$ cat config.mk
export PLATFORM = sky130hd
export DESIGN_NAME = mem_port_arbiter
export DESIGN_NICKNAME = d
export VERILOG_FILES = /design/src/rtl/mem_port_arbiter.sv
export SDC_FILE = /design/constraint.sdc
export NUM_CORES = 1
export LEC_CHECK = 0
export BUFFER_PORTS_ARGS = -buffer_cell sky130_fd_sc_hd__clkbuf_2
export CAP_MARGIN = 20
export CORE_ASPECT_RATIO = 1.4
export CORE_MARGIN = 2
export CORE_UTILIZATION = 40
export DETAILED_ROUTE_END_ITERATION = 8
export PLACE_DENSITY = 0.69
export SLEW_MARGIN = 15
export SYNTH_ARGS = -nofsm -noshare
export SYNTH_HDL_FRONTEND = slang
export SYNTH_SLANG_ARGS = --single-unit
$ cat constraint.sdc
create_clock -name clk -period 5.03 [get_ports clk]
set_input_delay 1.006 -clock clk [delete_from_list [all_inputs] [get_ports clk]]
set_output_delay 1.006 -clock clk [all_outputs]
set_load 0.005 [all_outputs]
$ cat src/rtl/mem_port_arbiter.sv
// Arbitrates the byte-wide memory port between store write-back, loads and icache fills,
// serialising each request into per-byte RAM cycles and returning a one-cycle done pulse.
module mem_port_arbiter #(
  parameter int LINE_BYTES = 16,
  parameter int ADDR_W     = 32
) (
  input  logic                    clk,
  input  logic                    rst,
  input  logic                    rdy,
  input  logic                    rb,
  input  logic                    if_valid,
  input  logic [ADDR_W-1:0]       if_addr,
  output logic                    if_done,
  output logic [8*LINE_BYTES-1:0] if_line,
  input  logic                    ld_valid,
  input  logic [ADDR_W-1:0]       ld_addr,
  input  logic [2:0]              ld_len,
  output logic                    ld_done,
  output logic [31:0]             ld_data,
  input  logic                    st_valid,
  input  logic [ADDR_W-1:0]       st_addr,
  input  logic [31:0]             st_data,
  input  logic [2:0]              st_len,
  output logic                    st_done,
  input  logic                    io_buffer_full,
  input  logic [7:0]              mem_din,
  output logic [7:0]              mem_dout,
  output logic [31:0]             mem_a,
  output logic                    mem_wr
);

  localparam int CW = $clog2(LINE_BYTES) + 1;

  localparam logic [1:0] S_IDLE = 2'd0;
  localparam logic [1:0] S_RD   = 2'd1;
  localparam logic [1:0] S_WR   = 2'd2;
  localparam logic [1:0] S_DONE = 2'd3;

  localparam logic [1:0] K_ST = 2'd0;
  localparam logic [1:0] K_LD = 2'd1;
  localparam logic [1:0] K_IF = 2'd2;

  logic [1:0]              state_q, state_d;
  logic [1:0]              kind_q, kind_d;
  logic [ADDR_W-1:0]       base_q, base_d;
  logic [CW-1:0]           len_q, len_d;
  logic [31:0]             sdata_q, sdata_d;
  logic [CW-1:0]           idx_q, idx_d;
  logic                    cv_q, cv_d;
  logic [ADDR_W-1:0]       addr_q, addr_d;
  logic [7:0]              dout_q, dout_d;
  logic                    wr_q, wr_d;
  logic [8*LINE_BYTES-1:0] buf_q, buf_d;
  logic [31:0]             ld_data_q, ld_data_d;
  logic [8*LINE_BYTES-1:0] line_q, line_d;

  logic [CW-1:0]           idx_inc;
  logic [CW-1:0]           cap_idx;
  logic                    cap_en;
  logic [ADDR_W-1:0]       nxt_addr;
  logic [7:0]              wbyte;
  logic                    is_io;
  logic                    wr_fire;
  logic [8*LINE_BYTES-1:0] buf_cap;

  function automatic logic [CW-1:0] to_len(input logic [2:0] l);
    to_len = (l == 3'd0) ? CW'(1) : CW'(l);
  endfunction

  assign idx_inc  = idx_q + CW'(1);
  assign cap_idx  = idx_q - CW'(1);
  assign nxt_addr = base_q + ADDR_W'(idx_inc);
  assign wbyte    = 8'(sdata_q >> {idx_inc, 3'b000});
  assign is_io    = (addr_q[17:16] == 2'b11);
  assign wr_fire  = wr_q && !(is_io && io_buffer_full);

  // mem_din always carries the byte addressed one cycle earlier, i.e. byte idx_q-1.
  assign cap_en = (state_q == S_RD) && cv_q;

  genvar gi;
  for (gi = 0; gi < LINE_BYTES; gi++) begin : g_cap
    assign buf_cap[8*gi +: 8] = (cap_en && cap_idx == CW'(gi)) ? mem_din : buf_q[8*gi +: 8];
  end

  always_comb begin
    state_d   = state_q;
    kind_d    = kind_q;
    base_d    = base_q;
    len_d     = len_q;
    sdata_d   = sdata_q;
    idx_d     = idx_q;
    cv_d      = cv_q;
    addr_d    = addr_q;
    dout_d    = dout_q;
    wr_d      = wr_q;
    buf_d     = buf_q;
    ld_data_d = ld_data_q;
    line_d    = line_q;

    case (state_q)
      S_IDLE: begin
        if (st_valid) begin
          state_d = S_WR;
          kind_d  = K_ST;
          base_d  = st_addr;
          len_d   = to_len(st_len);
          sdata_d = st_data;
          idx_d   = '0;
          addr_d  = st_addr;
          dout_d  = st_data[7:0];
          wr_d    = 1'b1;
        end else if (ld_valid && !rb) begin
          state_d = S_RD;
          kind_d  = K_LD;
          base_d  = ld_addr;
          len_d   = to_len(ld_len);
          idx_d   = '0;
          cv_d    = 1'b0;
          addr_d  = ld_addr;
          buf_d   = '0;
        end else if (if_valid && !rb) begin
          state_d = S_RD;
          kind_d  = K_IF;
          base_d  = if_addr;
          len_d   = CW'(LINE_BYTES);
          idx_d   = '0;
          cv_d    = 1'b0;
          addr_d  = if_addr;
          buf_d   = '0;
        end
      end
      S_RD: begin
        if (rb) begin
          state_d = S_IDLE;
          idx_d   = '0;
          cv_d    = 1'b0;
          addr_d  = '0;
        end else if (cv_q && idx_q == len_q) begin
          state_d = S_DONE;
          buf_d   = buf_cap;
          idx_d   = '0;
          cv_d    = 1'b0;
          addr_d  = '0;
          if (kind_q == K_LD) ld_data_d = buf_cap[31:0];
          else                line_d    = buf_cap;
        end else begin
          buf_d  = buf_cap;
          idx_d  = idx_inc;
          cv_d   = 1'b1;
          addr_d = (idx_inc < len_q) ? nxt_addr : '0;
        end
      end
      S_WR: begin
        if (wr_fire) begin
          if (idx_q == len_q - CW'(1)) begin
            state_d = S_DONE;
            idx_d   = '0;
            addr_d  = '0;
            dout_d  = '0;
            wr_d    = 1'b0;
          end else begin
            idx_d  = idx_inc;
            addr_d = nxt_addr;
            dout_d = wbyte;
            // An IO byte is followed by one idle cycle before the next is issued.
            wr_d   = !is_io;
          end
        end else if (!wr_q) begin
          wr_d = 1'b1;
        end
      end
      S_DONE:  state_d = S_IDLE;
      default: state_d = S_IDLE;
    endcase
  end

  always_ff @(posedge clk) begin
    if (rst) begin
      state_q   <= S_IDLE;
      kind_q    <= K_ST;
      base_q    <= '0;
      len_q     <= '0;
      sdata_q   <= '0;
      idx_q     <= '0;
      cv_q      <= 1'b0;
      addr_q    <= '0;
      dout_q    <= '0;
      wr_q      <= 1'b0;
      buf_q     <= '0;
      ld_data_q <= '0;
      line_q    <= '0;
    end else if (rdy) begin
      state_q   <= state_d;
      kind_q    <= kind_d;
      base_q    <= base_d;
      len_q     <= len_d;
      sdata_q   <= sdata_d;
      idx_q     <= idx_d;
      cv_q      <= cv_d;
      addr_q    <= addr_d;
      dout_q    <= dout_d;
      wr_q      <= wr_d;
      buf_q     <= buf_d;
      ld_data_q <= ld_data_d;
      line_q    <= line_d;
    end
  end

  // A rollback arriving in the DONE cycle cancels a speculative read's pulse.
  assign st_done  = (state_q == S_DONE) && (kind_q == K_ST);
  assign ld_done  = (state_q == S_DONE) && (kind_q == K_LD) && !rb;
  assign if_done  = (state_q == S_DONE) && (kind_q == K_IF) && !rb;
  assign ld_data  = ld_data_q;
  assign if_line  = line_q;
  assign mem_a    = 32'(addr_q);
  assign mem_dout = dout_q;
  assign mem_wr   = wr_q && rdy && !(is_io && io_buffer_full);

endmodule

==> After elaboration in Yosys (flattened, before gate mapping) <==
Index checks and enable logic that the tools add are counted.
{ "totals": {"inputBits": 150, "register_bits": 408, "output_inout_bits": 204, "elab_cells": 171} }
{ "classes": {"shift": 1, "bitwise_logic": 2, "add_sub_neg": 4, "n_mux": 68, "n_reduce_logical": 51, "n_eq_ne": 31, "n_lt_le_gt_ge": 1} }
{ "op_table": {"columns": ["op", "n"], "rows": [
  ["128-bit 2-to-1 mux", 4],
  ["32-bit 2-to-1 mux", 8],
  ["128-bit case mux with 2 select lines", 1],
  ["8-bit 2-to-1 mux", 19],
  ["32-bit case mux with 3 select lines", 1],
  ["5-bit 2-to-1 mux", 10],
  ["5-bit by 4-bit equality test with 1-bit output (second input constant)", 8],
  ["32-bit by 5-bit adder with 32-bit output", 1],
  ["32-bit by 8-bit right shift with 8-bit output", 1],
  ["1-bit logical AND", 29],
  ["5-bit by 3-bit equality test with 1-bit output (second input constant)", 4],
  ["2-bit 2-to-1 mux", 10],
  ["5-bit AND reduction", 4],
  ["8-bit case mux with 2 select lines", 1],
  ["5-bit case mux with 3 select lines", 1],
  ["4-bit AND reduction", 3],
  ["5-bit by 2-bit equality test with 1-bit output (second input constant)", 2],
  ["5-bit equality test", 2],
  ["2-bit inequality test (second input constant)", 5],
  ["5-bit by 1-bit subtractor with 5-bit output (second input constant)", 2],
  ["3-bit AND reduction", 3],
  ["2-bit equality test (second input constant)", 4],
  ["1-bit 2-to-1 mux", 8],
  ["2-bit case mux with 4 select lines", 1],
  ["other kinds (16)", 26]
]} }

==> Longest topological paths before layout <==
Gate-level depths: netlist of the first run.
{ "logic_depth": {"word_depth": 6, "depth_mapped": 13, "ltp_nobuf": 10} }

==> Worst setup path before layout of the first run <==
No wires, ideal clock.
{ "synth_path": {"path_type": "reg-to-reg", "start": "register idx_q[0]", "end": "register addr_q[26], in the netlist mem_a[26]", "path_slack_ns": 1.404, "setup_ns": 0.081, "n_path_buf": 3, "t_arrival_ns": 3.545, "path_stages_with_launch": 14, "period_less_slack_ns": 3.626, "required_time_ns": 4.949, "cell_sequence": "dfxtp_1 > buf_1 > inv_1 > ha_1 > clkbuf_1 > inv_1 > fa_1 > nand4b_1 > o211a_1 > clkbuf_1 > nor4_1 > xor2_1 > nand2_1 > a211oi_2"} }
{ "synth_between": {"elab_chain_len": 6, "word_cells_on_any_way": 12, "classes_between": "add/sub (2); order compare (1); eq/ne (2); mux (6); reduce/logical (1)"} }
{ "synth_lines": {"columns": ["element", "line_no", "source"], "rows": [
  ["from (decl)", "48", "logic [CW-1:0] idx_q, idx_d;"],
  ["from (signal assigned)", "198", "idx_q <= idx_d;"],
  ["5-bit by 1-bit adder with 5-bit output", "70", "assign idx_inc = idx_q + CW'(1);"],
  ["32-bit by 5-bit adder with 32-bit output or 5-bit < comparator (tied branches)", "72, 150", null],
  ["32-bit 2-to-1 mux", "150", "addr_d = (idx_inc < len_q) ? nxt_addr : '0;"],
  ["32-bit 2-to-1 mux", "138", "end else if (cv_q && idx_q == len_q) begin"],
  ["32-bit 2-to-1 mux", "133", "if (rb) begin"],
  ["32-bit case mux with 3 select lines *", "100", "case (state_q)"],
  ["to (signal assigned)", "200", "addr_q <= addr_d;"],
  ["to (decl)", "50", "logic [ADDR_W-1:0] addr_q, addr_d;"]
]} }
Every way passes the cells marked *; elsewhere a longest branch is shown, timed or not. The select of a mux whose other input is x is not followed.
A chain may end at the register's enable or synchronous reset.

==> Final worst setup path of the first run <==
{ "layout_path": {"start": "register idx_q[0]", "end": "register addr_q[18], in the netlist mem_a[18]"} }
Same word-level chain as after synthesis.

==> results of run 1 <==
-- layout make-up --
class,count,area [um2]
clock inverter,18,200
timing repair buffer,381,2080
clock buffer,53,1130
tap,564,706
sequential,406,8130
fill,4199,23300
multi-input combinational,1330,9220
inverter,22,82.6
-- cells by family (layout without fill, tap and decap cells) --
kind of cell    after synthesis  after routing
compound gates              520            520
xor+xnor                     39             39
fa+ha+maj                    23             23
buf+inv                     179            474
flops                       406            406
mux                         163            163
simple gates                585            585
-- metrics by stage --
step	hold WS (ps)	instances	total power, W	setup slack (ps)	util [%]
2_1_floorplan	433	1915	0.00405	1400	-
3_3_place_gp	439	2700	0.00438	1440	44.9
3_5_place_dp	445	2700	0.00439	1350	44.9
4_1_cts	453	2771	0.00746	1330	47.9
5_1_grt	469	2774	0.00769	1020	48.0
6_report	454	2774	0.00741	1320	48.0
-- flip-flops by register name, indices dropped and copies added, names as in the netlist --
signal and flops:
base_q 32, state_q 2, wr_q 1, cv_q 1
buf_q 128, if_line 128, mem_a 32, kind_q 1
ld_data 32, idx_q 5, len_q 4, sdata_q 32
mem_dout 8
-- worst max-delay path, cell delays in order (launching register included) --
cell and delay (ps):
dfxtp_1 540, inv_1 200, ha_1 770, inv_1 140
fa_1 460, nand4b_1 190, o211a_1 330, nor4b_1 430
xor2_1 120, a221oi_1 300, nor3_1 90
-- layer usage --
metal	vias to the layer above	share of wire, %
li1	7454	-
met1	7183	41
met2	493	52
met3	79	5.0
met4	0	2.8
met5	-	0
-- synth_stat cells (all sizes together), types with 2 or more instances --
cell and count:
and2 3, buf 54, o21ai 62, nor3b 7
mux2i 153, and3 2, a31oi 2, nor2b 3
mux2 2, or3 2, nand2 224, inv 22
dfxtp 406, xnor2 10, clkbuf 103, nor3 41
nand4 5, or2 5, nor2 236, and4 4
o31ai 2, a211oi 184, a21oi 104, nand3 22
a22o 128, a311oi 8, xor2 28, nor4b 3
ha 22, nand3b 5, nand2b 7, a221oi 13
mux4 8, o211a 2, a22oi 5, nor4 12
-- worst max-delay path by stage --
stage,endpoint,depth (start not counted),start,slack [ps]
final,mem_a[18],10,idx_q[0],1320
after global placement,mem_a[18],10,idx_q[1],1440
after CTS,mem_a[18],10,idx_q[0],1330
after detailed placement,mem_a[18],10,idx_q[0],1350
after floorplan,mem_a[26],13,idx_q[0],1400
after global routing,mem_a[18],10,idx_q[0],1020
-- power breakdown --
part / internal (W) / switching (W)
Clock: 0.00179 / 0.00129
Sequential: 0.00333 / 0.0000939
Combinational: 0.000317 / 0.000596
==> results_dict.tcl, run 1 <==
set metrics [dict create \
    power_density_mw_per_mm2 344 \
    critical_path_required_ps 5420 \
    grt_pass1_wl_mm 81.2 \
    cts-buffers-inserted 41 \
    detail_route.first_pass.iterations 6 \
    layout.cells.most_common "dfxtp_1" \
    floorplan.initialDensity_pct 40.4 \
    synthesis.area_per_instance_um2 9.46 \
    grt_pass1_vias 14821 \
    setup_tns_ps 0 \
    overflow 0 \
    mappedNetlistNets 2088 \
    dominant_combinational_cell_family_by_area_after_synthesis "compound AO/OA/AOI/OAI gates" \
    mean_routed_wirelength_per_cell_um 18.6 \
    final_design_area_no_fill_mm2 0.0215 \
    dp_hpwl_mm 35.8 \
    drt_drc_violations_left 0 \
    layout_common_cells "406 x dfxtp_1, 352 x clkbuf_2, 223 x nand2_1" \
    ys_ff_latch 406 \
    grt_util_met3_pct 2.68 \
    num_antenna_cells 0 \
    die-height_um 256 \
    yosys-mux-area-fraction_pct 9.57 \
    max_cap_viol_count 0 \
    synth.lib_cells_used.distinct 76 \
    critPathArrivalTime_ps 4100 \
    r2r_end "mem_a[18]" \
    cts_root_buffer "clkbuf_16" \
    port_buffers 353 \
    timing.max_slew.rel_slack_pct 31.4 \
    count_of_pins_over_their_slew_limit 0 \
    ys.flop_type "dfxtp_1" \
    final_period_minus_worst_setup_slack_ps 3710 \
    worst-r2r-setup-slack_ps 1320 \
    clock_tree.buffer_depth 3 \
    highest_clock_frequency_the_design_can_meet_mhz 270 \
    num-nets-final 2355 \
    global_route.usage.met1_pct 25.3 \
    run_status "finished clean" \
    total_number_of_vias 15209 \
    postCtsHoldBufs 0 \
    area_growth_syn_to_fin_pct 18.9 \
    hold_viol 0 \
    worstHoldPathType "reg2reg" \
    design.die.area_mm2 0.0470 \
    routed_wl_mm 51.7 \
    cts.clk_slew.worst_paths_ps 60 \
    synth-simple-area-share_pct 15.8 \
    yosys.area_share.xor_xnor_pct 2.00 \
    worstSkewPairLatency_ps 540 \
    antenna_violations_before_repair 0 \
    clock_tree_from_tritoncts "built" \
    min_period_over_period_pct 73.7 \
    synth_edf_count 0 \
    worst-setup-path-type "reg2reg" \
    gp_routability_congestion 0.868 \
    cp_max_fo 13 \
    final_layout_size_suffix_gt1_share_pct 25.0 \
    global_route.usage.met2_pct 39.6 \
    synth-compound-area-share_pct 21.6 \
    globalRoute.busiestLayer "met2" \
    cts-resized-gates 0 \
    timing.reg2reg.worst_path_depth 10 \
    holdPathStages 2 \
    synthTopCellsByArea "dfxtp_1 45%, mux2i_1 8.5%, a211oi_1 6.7%" \
    timing.rr.start "idx_q[0]" \
    grt_setup_unrepaired "no" \
    antenna_violating_nets_post_route 0 \
    worst-slew-pin-transition_ps 1030 \
    synthDominantCellAreaShare_pct 44.9 \
    floorplan.rows 92 \
    avgViaCountPerCell 5.48 \
    yosys.area.top_type "dfxtp_1" \
    worstHoldEndpoint "sdata_q[31]" \
    hold_path.startpoint "sdata_q[31]" \
    synth_async_sr_flop_share_pct 0 \
    synth.yosys.warnings 0 \
    htree_num_levels 2 \
    drt-initial-drc-count 849 \
    yosysSeqAreaShare_pct 44.9 \
    synthesis.area_mm2 0.0181 \
    floorplan.core_area_mm2 0.0449 \
    worstSetupEndpointType "flip-flop" \
    worst_clock_skew_ps 15.2 \
    clock-sinks 406 \
    synth_fa_ha_area_share_pct 1.63 \
    io_pins 354 \
    grt_use_total_pct 21.4 \
    chipWidth_um 184 \
    postPlaceCellArea_mm2 0.0202 \
    cellLeakagePower_nw 8.24 \
    synthesis.instances 1915 \
    vdd_ir_drop_max_v 0.000211 \
    grt_start_max_net_pins 185 \
    worstSetupStartpointType "flip-flop" \
    setup-violations-final 0 \
    postCtsSetupRepairBufs 0 \
]
Note: power is estimated with default switching activity, not from simulation.
==> run 2: changes to the inputs <==
Settings changed: PLACE_DENSITY 0.69 to 0.71.
Clock period 5.03 ns to 3.13 ns, I/O delays scaled along.
==> run 2 against run 1 <==
Effect of this change:
- non-clock buffer count increased by 14
- first-iteration DRC count increased by 6.5%
- global-route usage increased by 0.25 points
- critical path depth increased by 1
- clock power increased by 69%
- cell count increased by 0.61%
==> results_dict.tcl, run 2 (synthesis results as in run 1) <==
set metrics [dict create \
    die-height_um 256 \
    timing.rr.start "idx_q[1]" \
    drt_drc_violations_left 0 \
    layout.cells.most_common "dfxtp_1" \
    run_status "finished clean" \
    floorplan.initialDensity_pct 40.4 \
    min_period_over_period_pct 95.1 \
    floorplan.rows 92 \
    antenna_violations_before_repair 0 \
    routed_wl_mm 52.3 \
    setup_tns_ps 0 \
    holdPathStages 3 \
    mean_routed_wirelength_per_cell_um 18.8 \
    floorplan.core_area_mm2 0.0449 \
    global_route.usage.met1_pct 25.1 \
    num-nets-final 2368 \
    global_route.usage.met2_pct 39.5 \
    highest_clock_frequency_the_design_can_meet_mhz 336 \
    worstHoldPathType "in2reg" \
    antenna_violating_nets_post_route 0 \
    worst_clock_skew_ps 16.8 \
    power_density_mw_per_mm2 559 \
    port_buffers 353 \
    avgViaCountPerCell 5.53 \
    max_cap_viol_count 0 \
    r2r_end "mem_a[23]" \
    worst-slew-pin-transition_ps 913 \
    chipWidth_um 184 \
    clockPowerShare_pct 42.6 \
    dp_hpwl_mm 37.3 \
    critPathArrivalTime_ps 3430 \
    finalPower_w 0.0122 \
    critical_path_required_ps 3580 \
    overflow 0 \
    design.die.area_mm2 0.0470 \
    cellLeakagePower_nw 8.36 \
    layout_common_cells "406 x dfxtp_1, 352 x clkbuf_2, 223 x nand2_1" \
    worstSetupEndpointType "flip-flop" \
    grt_pass1_vias 15064 \
    grt_pass1_wl_mm 82.0 \
    share_seq_of_total_power_pct 45.1 \
    power_report.internal_total_w 0.00894 \
    htree_num_levels 2 \
    detail_route.first_pass.iterations 5 \
    cp_max_fo 7 \
    worstHoldEndpoint "sdata_q[13]" \
    hold_path.startpoint "st_data[13]" \
    timing.reg2reg.worst_path_depth 11 \
    gp_routability_congestion 0.870 \
    worst-r2r-setup-slack_ps 150 \
    clock_tree.buffer_depth 3 \
    area_growth_syn_to_fin_pct 20.3 \
    comb_power_share_pct 12.3 \
    cts-buffers-inserted 40 \
    io_pins 354 \
    count_of_pins_over_their_slew_limit 0 \
    grt_util_met3_pct 3.03 \
    final_period_minus_worst_setup_slack_ps 2980 \
    clock-sinks 406 \
    hold_viol 0 \
    swShare_pct 26.7 \
    vdd_ir_drop_max_v 0.000413 \
    grt_start_max_net_pins 173 \
    drt-initial-drc-count 904 \
    num_antenna_cells 0 \
    fin_ws_ps 154 \
    globalRoute.busiestLayer "met2" \
    dp_worst_setup_slack_ps 94.9 \
    total_number_of_vias 15428 \
    grt_use_total_pct 21.7 \
    worst-setup-path-type "reg2reg" \
    net-switching-power_w 0.00325 \
    setup-violations-final 0 \
    worstSetupStartpointType "flip-flop" \
    timing.max_slew.rel_slack_pct 39.2 \
    clock_tree_from_tritoncts "built" \
    worstSkewPairLatency_ps 560 \
    cts.clk_slew.worst_paths_ps 60 \
    cts_root_buffer "clkbuf_16" \
    final_layout_size_suffix_gt1_share_pct 25.8 \
]
==> run 2: worst max-delay path by stage <==
stage / from / to
6_report: idx_q[1] / mem_a[23]
3_5_place_dp: idx_q[1] / mem_a[18]
4_1_cts: idx_q[1] / mem_a[23]
3_3_place_gp: idx_q[1] / mem_a[19]
5_1_grt: idx_q[1] / mem_a[18]
2_1_floorplan: idx_q[0] / mem_a[26]
==> run 2: cell type report <==
cell class | instances | area (um2)
clock inverters | 19 | 267
well taps | 564 | 706
clock buffers | 55 | 1170
inverters | 22 | 82.6
flip-flops and latches | 406 | 8130
repair buffers | 395 | 2190
multi-input cells | 1330 | 9260
fillers | 4201 | 23100
==> run 2: through the flow <==
step / util, % / area, um2 / cells / hold slack [ps]
finish: 48.6 / 21800 / 2791 / 304
CTS: 48.5 / 21800 / 2791 / 283
detailed placement: 45.3 / 20300 / 2717 / 447
global route: 48.6 / 21800 / 2791 / 295
floorplan: - / 18100 / 1915 / 433
global placement: 45.3 / 20300 / 2717 / 439
==> run 2: worst max-delay path, stage by stage (launching register included) <==
cell and delay [ps]:
dfxtp_1 440, ha_1 250, nand3_1 200, xnor2_4 220, ha_1 360, nor2_1 80, nand3b_1 320, buf_4 250
nor3_1 190, xor2_1 210, a22oi_2 90, a211oi_2 270
==> run 2: power by group through the flow <==
stage	registers, W	logic (W)	clock network (W)
detailed placement	0.00561	0.00148	0
global route	0.00552	0.00163	0.00548
finish	0.00550	0.00149	0.00519
CTS	0.00550	0.00149	0.00528
floorplan	0.00557	0.000944	0
global placement	0.00561	0.00144	0
==> run 2: repair_timing <==
action	CTS	global route
hold endpoints to repair	0	0
hold buffers	0	0
endpoints found under the setup margin	0	26
gates resized for setup	0	5
buffers inserted	0	0
==> run 2: metal layers <==
| layer | vias to the layer above | routed length (um) |
|---|---|---|
| met4 | 0 | 2070 |
| met5 | - | 0 |
| met1 | 7265 | 20600 |
| met3 | 120 | 2760 |
| li1 | 7496 | - |
| met2 | 547 | 26900 |
